[config.mk]
export PLATFORM = sky130hd
export DESIGN_NAME = fetch
export DESIGN_NICKNAME = d
export VERILOG_FILES = /design/src/rtl/fetch.sv
export SDC_FILE = /design/constraint.sdc
export NUM_CORES = 1
export LEC_CHECK = 0
export CORE_MARGIN = 3
export CORE_UTILIZATION = 52
export CTS_BUF_LIST = sky130_fd_sc_hd__clkbuf_8
export DETAILED_ROUTE_END_ITERATION = 7
export PLACE_DENSITY = 0.92
export SLEW_MARGIN = 40
export SYNTH_ARGS = -nofsm -noshare
export SYNTH_HDL_FRONTEND = slang
export SYNTH_SLANG_ARGS = --single-unit
[constraint.sdc]
create_clock -name i_clk -period 3.8 [get_ports i_clk]
set_input_delay 0.38 -clock i_clk [delete_from_list [all_inputs] [get_ports i_clk]]
set_output_delay 0.38 -clock i_clk [all_outputs]
set_load 0.05 [all_outputs]
[src/rtl/fetch.sv]
// fetch: single-issue instruction fetch stage feeding the IF/ID pipeline register.
// Define FETCH_STALL_CNT_EN to build the saturating imem wait-cycle counter on o_stall_cnt.
module fetch #(
    parameter logic [31:0] RESET_PC  = 32'h0000_0000,
    parameter logic [31:0] NOP_INSTR = 32'h0000_0000
) (
    input  logic        i_clk,
    input  logic        i_rst_n,
    input  logic        i_stall,
    input  logic        i_flush,
    input  logic [1:0]  i_pcsrc,
    input  logic [31:0] i_nextPC,
    output logic        o_imem_req,
    output logic [31:0] o_imem_addr,
    input  logic [31:0] i_imem_data,
    input  logic        i_imem_ready,
    output logic [31:0] o_pc,
    output logic [31:0] o_instr,
    output logic        o_valid,
    output logic [5:0]  o_opcode,
    output logic [4:0]  o_Rs,
    output logic [4:0]  o_Rt,
    output logic [4:0]  o_Rd,
    output logic [25:0] o_imm,
    output logic [31:0] o_stall_cnt
);

    typedef enum logic [1:0] {
        ST_FETCH = 2'd0,
        ST_HOLD  = 2'd1,
        ST_DRAIN = 2'd2
    } state_t;

    function automatic logic [31:0] pc_inc(input logic [31:0] pc);
        return pc + 32'd4;
    endfunction

    state_t      state_r;
    state_t      state_nxt_s;
    logic [31:0] pc_r;
    logic [31:0] drain_addr_r;
    logic [31:0] buf_r;
    logic [31:0] ifid_pc_r;
    logic [31:0] ifid_instr_r;
    logic        ifid_valid_r;

    logic        redirect_s;
    logic [31:0] redirect_pc_s;
    logic        req_s;
    logic        load_mem_s;
    logic        load_buf_s;
    logic        capture_buf_s;
    logic        enter_drain_s;

    // A redirect presented during a stall is ignored; decode re-presents it later.
    assign redirect_s    = (i_pcsrc != 2'b00) && !i_stall;
    assign redirect_pc_s = i_nextPC & 32'hFFFF_FFFC;

    // State register.
    always_ff @(posedge i_clk or negedge i_rst_n) begin
        if (!i_rst_n) begin
            state_r <= ST_FETCH;
        end else begin
            state_r <= state_nxt_s;
        end
    end

    // Next-state logic; a flush never moves the FSM, but an in-flight drain still completes.
    always_comb begin
        state_nxt_s = state_r;
        case (state_r)
            ST_FETCH: begin
                if (redirect_s) begin
                    state_nxt_s = i_imem_ready ? ST_FETCH : ST_DRAIN;
                end else if (!i_flush && i_imem_ready && i_stall) begin
                    state_nxt_s = ST_HOLD;
                end else begin
                    state_nxt_s = ST_FETCH;
                end
            end
            ST_HOLD: begin
                if (redirect_s || (!i_stall && !i_flush)) begin
                    state_nxt_s = ST_FETCH;
                end else begin
                    state_nxt_s = ST_HOLD;
                end
            end
            ST_DRAIN: begin
                if (i_imem_ready) begin
                    state_nxt_s = ST_FETCH;
                end else begin
                    state_nxt_s = ST_DRAIN;
                end
            end
            default: state_nxt_s = ST_FETCH;
        endcase
    end

    // Output and datapath-control decode per state.
    always_comb begin
        req_s         = 1'b0;
        o_imem_addr   = pc_r;
        load_mem_s    = 1'b0;
        load_buf_s    = 1'b0;
        capture_buf_s = 1'b0;
        enter_drain_s = 1'b0;
        case (state_r)
            ST_FETCH: begin
                req_s = 1'b1;
                if (i_imem_ready && !redirect_s && !i_flush) begin
                    load_mem_s    = !i_stall;
                    capture_buf_s = i_stall;
                end else begin
                    enter_drain_s = redirect_s && !i_imem_ready;
                end
            end
            ST_HOLD: begin
                load_buf_s = !i_stall && !redirect_s && !i_flush;
            end
            ST_DRAIN: begin
                req_s       = 1'b1;
                o_imem_addr = drain_addr_r;
            end
            default: req_s = 1'b0;
        endcase
    end

    // The request is masked while reset is held so no access escapes during reset.
    assign o_imem_req = req_s && i_rst_n;

    // PC, holding buffer and the address of a request being drained.
    always_ff @(posedge i_clk or negedge i_rst_n) begin
        if (!i_rst_n) begin
            pc_r         <= RESET_PC;
            buf_r        <= 32'h0000_0000;
            drain_addr_r <= 32'h0000_0000;
        end else begin
            if (redirect_s) begin
                pc_r <= redirect_pc_s;
            end else if (load_mem_s || load_buf_s) begin
                pc_r <= pc_inc(pc_r);
            end
            if (capture_buf_s) begin
                buf_r <= i_imem_data;
            end
            if (enter_drain_s) begin
                drain_addr_r <= pc_r;
            end
        end
    end

    // IF/ID register: bubble on flush or redirect, otherwise load or hold.
    always_ff @(posedge i_clk or negedge i_rst_n) begin
        if (!i_rst_n) begin
            ifid_pc_r    <= 32'h0000_0000;
            ifid_instr_r <= NOP_INSTR;
            ifid_valid_r <= 1'b0;
        end else if (i_flush || redirect_s) begin
            ifid_pc_r    <= 32'h0000_0000;
            ifid_instr_r <= NOP_INSTR;
            ifid_valid_r <= 1'b0;
        end else if (load_mem_s) begin
            ifid_pc_r    <= pc_inc(pc_r);
            ifid_instr_r <= i_imem_data;
            ifid_valid_r <= 1'b1;
        end else if (load_buf_s) begin
            ifid_pc_r    <= pc_inc(pc_r);
            ifid_instr_r <= buf_r;
            ifid_valid_r <= 1'b1;
        end
    end

    assign o_pc     = ifid_pc_r;
    assign o_instr  = ifid_instr_r;
    assign o_valid  = ifid_valid_r;
    assign o_opcode = ifid_instr_r[31:26];
    assign o_Rs     = ifid_instr_r[25:21];
    assign o_Rt     = ifid_instr_r[20:16];
    assign o_Rd     = ifid_instr_r[15:11];
    assign o_imm    = ifid_instr_r[25:0];

`ifdef FETCH_STALL_CNT_EN
    logic [31:0] stall_cnt_r;

    // Saturating count of cycles spent waiting on instruction memory.
    always_ff @(posedge i_clk or negedge i_rst_n) begin
        if (!i_rst_n) begin
            stall_cnt_r <= 32'h0000_0000;
        end else if (o_imem_req && !i_imem_ready && (stall_cnt_r != 32'hFFFF_FFFF)) begin
            stall_cnt_r <= stall_cnt_r + 32'd1;
        end
    end

    assign o_stall_cnt = stall_cnt_r;
`else
    assign o_stall_cnt = 32'h0000_0000;
`endif

endmodule

Yosys cells after proc, flatten, opt, wreduce, memory -nomap -nowiden --
Cells that the tools add are included.
Storage, ports and cells: register bits after elaboration 163, logic and storage cells 57, output and inout bits 177, input bits 71
Operators by class: reductions and logical operators 22, add/subtract/negate cells 1, muxes and demuxes 25, equality and inequality tests 2
Operators by type and width (count):
- 32-bit two-way mux | 9
- 32-bit by 3-bit adder with 32-bit output, second input constant | 1
- 1-bit two-way mux | 13
- 1-bit logical AND | 10
- 2-bit case mux with 3 select lines | 1
- 1-bit logical NOT | 4
- 2-bit two-way mux | 2
- 2-bit nonzero test | 2
- 1-bit logical OR | 3
- 3-bit nonzero test | 1
- 2-bit by 1-bit == test with 1-bit output, second input constant | 1
- 2-bit == test, second input constant | 1
- 2-bit logical NOT | 1
- 2-bit OR reduction | 1

Longest topological paths before layout --
depth in word-level cells 10, depth in mapped cells 7, mapped depth without buffers 6

Least setup slack after synthesis --
OpenSTA, ideal clock, no wires.
path kind input port to flip-flop, start input port i_flush, end register ifid_instr_r[10] (netlist: o_instr[10]), library setup time 132 ps, stages 6, arrival time 1909 ps, data required time 3668 ps, path slack 1759 ps, path buffers 2, path through or4_4 -> or4b_1 -> buf_2 -> buf_6 -> mux2i_1 -> o21ai_1
Between the ends: word-level cells in the longest chain between the ends 6, elaborated cells on any way between the ends 10, classes of those cells 5 x mux; 5 x reduce/logical
RTL lines:
- from (decl) | RTL line 10 | input logic i_flush,
- 1-bit logical NOT | RTL line 110, 118
- 1-bit logical AND | RTL line 110 | if (i_imem_ready && !redirect_s && !i_flush) begin
- 1-bit two-way mux | RTL line 110
- 1-bit two-way mux | RTL line 107 | case (state_r)
- 32-bit two-way mux | RTL line 162 | end else if (load_mem_s) begin
- 32-bit two-way mux | RTL line 158 | end else if (i_flush || redirect_s) begin
- to (signal assigned) | RTL line 164 | ifid_instr_r <= i_imem_data;
- to (signal assigned) | RTL line 168 | ifid_instr_r <= buf_r;
- to (decl) | RTL line 44 | logic [31:0] ifid_instr_r;
Several ways; a longest one is shown, not always the timed one. A chain may end at the register's enable or synchronous reset.

Worst setup path in the final report --
start register state_r[0], end output port o_imem_addr[20]
Between the ends: word-level cells in the longest chain between the ends 2
RTL lines:
- from (decl) | RTL line 38 | state_t state_r;
- from (signal assigned) | RTL line 64 | state_r <= state_nxt_s;
- 2-bit == test | RTL line 107
- 32-bit two-way mux | RTL line 107
- to (decl) | RTL line 14 | output logic [31:0] o_imem_addr,
Every way passes these cells.

==> Flow_metrics.wiki <==
{| class="wikitable"
! Metric !! Value
|-
| Nets || 951
|-
| Clock buffer depth || 2
|-
| Reg2Reg Launch Point || pc_r[2]$_DFFE_PN0P_
|-
| Antenna Nets Post-Route || 0
|-
| Pin slew with the least headroom to its limit || 698 ps
|-
| H-tree Lvls || 4
|-
| Die outline area || 16,500 sq um
|-
| Net switching component of the power || 1510 uW
|-
| Share of the yosys chip area belonging to registers || 0.503
|-
| Post-CTS Setup Repair Bufs || 0
|-
| First-pass GRT wire length || 30.8 mm
|-
| Post-DR wirelength/cell || 18.6 um
|-
| Critical path class || flip-flop to output pin
|-
| Simple-gate share of the synthesized area || 0.0972
|-
| Die X-Extent || 129 um
|-
| Cts bufs inserted || 17
|-
| Std-Cell Rows || 44
|-
| Worst clock skew || 8.75 ps
|-
| Sequential group share of total power || 0.447
|-
| Crit start category || flip-flop
|-
| Flop2flop setup slack || 1450 ps
|-
| Synthesized area per cell || 10.7 sq um
|-
| FFs w/ async S/R, synth || 1.00
|-
| Largest net degree at the start of global routing || 78
|-
| Inst Count DP || 1,043
|-
| I/O Buffers || 209
|-
| Cell chain of the critical path || nand2b_1, buf_4, mux2_2, clkdlybuf4s50_1
|-
| Unrepaired setup endpoints after global routing || no
|-
| Via/cell ratio || 5.52
|-
| Endpoint required time on the critical path || 3420 ps
|-
| Final Critical Period || 3030 ps
|-
| Share of cell area taken by muxes after synthesis || 0.166
|-
| Area of the core || 14,600 sq um
|-
| Overall fraction of global-route tracks in use || 0.239
|-
| Most common library cell in the layout ignoring fill and taps || clkdlybuf4s50_1
|-
| Pwr/cell area || 469 nW/um^2
|-
| Slowest cell on the critical path || clkdlybuf4s50_1
|-
| Yosys warnings || 0
|-
| 1st-iter DRT viols || 412
|-
| Static Leakage || 0.00435 uW
|-
| Result of the run || finished, final reports clean
|-
| Count of flip-flops with a built-in enable after synthesis || 0
|-
| Number of standard cells after synthesis || 727
|-
| Clock latency on the worst-skew pair || 440 ps
|-
| Antenna violations before repair || 0
|-
| Clock net sink count || 157
|-
| Count of endpoints failing setup in the final report || 0
|-
| Adder and majority cell fraction of the synthesized area || 0.00160
|-
| Clock tree root driver cell || clkbuf_8
|-
| Depth of the worst register-to-register path || 6
|-
| Number of hold buffers added after CTS || 1
|-
| Kind of capture point of the worst setup path || output pin
|-
| Number of antenna cells inserted || 0
|-
| Worst-path clk slew || 70 ps
|-
| Critical Path Max Stage Delay || 740 ps
|-
| CTS tree || done
|-
| Top-Level Pins || 248
|-
| Total global routing overflow || 0
|-
| Final Slew Violations || 0
|-
| Via count of the first global-routing pass || 5,912
|-
| Arrival time of the worst setup path || 2650 ps
|-
| Chip Height || 129 um
|-
| IR Drop Worst-Case VDD || 0.266 mV
|-
| Drc violations || 0
|-
| Combinational family with the most area after synthesis || multiplexers
|-
| Part of the power in combinational logic || 0.270
|-
| R2r endpoint || o_pc[30]$_DFFE_PN0P_
|-
| Starting density of the core || 0.536
|-
| Cell area after technology mapping || 7810 sq um
|-
| Cell type group with the largest total delay on the critical path || buffers and inverters
|-
| Kind of path behind the tightest hold check || input pin to asynchronous set/reset pin
|-
| Predominant post-synthesis flop cell || dfrtp_1
|-
| Highest Clock Rate || 330 MHz
|-
| Cell Count, Final, Fillers Out || 1,075
|-
| Layout overhead on the synthesized area || 28.2%
|-
| Seq cells post-synth || 157
|-
| Share of the clock period used by the worst path after layout || 0.799
|-
| Unique masters post-synth || 43
|-
| Total count of hold-check failures in the final report || 0
|-
| Leading cell types in the layout, fill and taps excluded || 208 x clkdlybuf4s50_1, 157 x dfrtp_1, 87 x mux2_2
|-
| Max-Cap Viols || 0
|-
| Total via count in the routed design || 5,937
|-
| 1st-pass router iterations || 5
|-
| Setup TNS Final || 0 ps
|-
| Xor/xnor cell area share of the yosys netlist || 0.0325
|-
| Clock power share || 0.283
|-
| Placer Congestion || 0.826
|-
| Worst slew margin relative to its limit || 0.535
|-
| Count of buffering cells on the critical path with inverters included || 2
|-
| Fraction of power spent switching nets || 0.321
|-
| Largest driver fanout on the critical path || 30
|-
| Total Wirelength || 19.9 mm
|-
| Post_cts resized || 0
|-
| Post-synthesis compound-gate area fraction || 0.0921
|-
| Post-DP HPWL || 13.9 mm
|-
| Total internal power || 3190 uW
|-
| Share of post-route cells with drive strength above 1 || 0.156
|}
-- cell type report --
| cell class | count | area [sq um] |
|---|---|---|
| Clock buffer | 23 | 317 |
| Clock inverter | 8 | 114 |
| Fill cell | 1029 | 4580 |
| Inverter | 5 | 18.8 |
| Multi-Input combinational cell | 474 | 3190 |
| Sequential cell | 157 | 3930 |
| Tap cell | 184 | 230 |
| Timing Repair Buffer | 224 | 2220 |
-- registers in the layout, summed over array words and instances, names as in the netlist --
signal        count
state_r           2
buf_r            32
pc_r             30
drain_addr_r     30
o_valid           1
o_instr          32
o_pc             30
-- per-stage QoR --
step                      hold slack, ps  power (uW)  utilization  worst slack (ps)  instance area [sq um]
final                                312        4700        0.686               765                  10000
after global routing                 293        4910        0.686               644                  10000
after CTS                            288        4730        0.686               744                  10000
after detailed placement             196        3400        0.656               862                   9570
after global placement               189        3350        0.656               935                   9560
after floorplan                     84.4        3030            -              1760                   7940
-- cell families after synthesis --
| group | count (synthesis) |
|---|---|
| fa+ha+maj | 1 |
| mux | 119 |
| compound gates | 128 |
| simple gates | 161 |
| flops | 157 |
| xor+xnor | 29 |
| buf+inv | 131 |
| other cells | 1 |
-- worst reg2reg max path, delay by kind of cell, from the launching register on --
kind	cells	cell delay (ps)
simple gates	3	1090
flops	1	490
fa+ha+maj	1	330
xor+xnor	1	180
compound gates	1	110
-- worst max-delay path by stage --
| stage | startpoint | to | slack [ps] | cells after the start |
|---|---|---|---|---|
| floorplan | i_flush | o_instr[10]$_DFFE_PN0P_ | 1760 | 6 |
| global placement | i_flush | o_instr[31]$_DFFE_PN0P_ | 940 | 6 |
| detailed placement | i_flush | o_instr[19]$_DFFE_PN0P_ | 860 | 6 |
| CTS | state_r[0]$_DFF_PN0_ | o_imem_addr[20] | 740 | 4 |
| global route | state_r[0]$_DFF_PN0_ | o_imem_addr[20] | 640 | 4 |
| finish | state_r[0]$_DFF_PN0_ | o_imem_addr[20] | 770 | 4 |
-- routing by layer --
layer | vias to the layer above | GRT usage | wire (um)
met5 | - | 0 | 0
met4 | 0 | 0.0883 | 383
li1 | 2713 | - | -
met1 | 2954 | 0.291 | 8060
met3 | 35 | 0.0598 | 1410
met2 | 235 | 0.412 | 10100
-- cell usage after synthesis (all sizes together) (5+ instances only) --
library cell  count  area share
nand2            86       0.041
buf              93       0.089
dfrtp           157        0.50
nor3             12      0.0077
nand3             8      0.0051
nor4              9      0.0088
nor2             17      0.0082
xnor2            25       0.028
clkbuf           33       0.016
nand4             7      0.0056
a21oi             6      0.0038
mux2             87        0.13
o21ai            94       0.060
a22oi            18       0.017
mux2i            32       0.041
inv               5      0.0024
-- power by group through the flow --
stage	Combinational, uW	Clock [uW]	Sequential [uW]
after floorplan	912	0	2110
after detailed placement	1270	0	2130
after global placement	1240	0	2110
final	1270	1330	2100
after CTS	1280	1350	2100
after global routing	1350	1420	2140
Power figures use the tool's default switching activity.
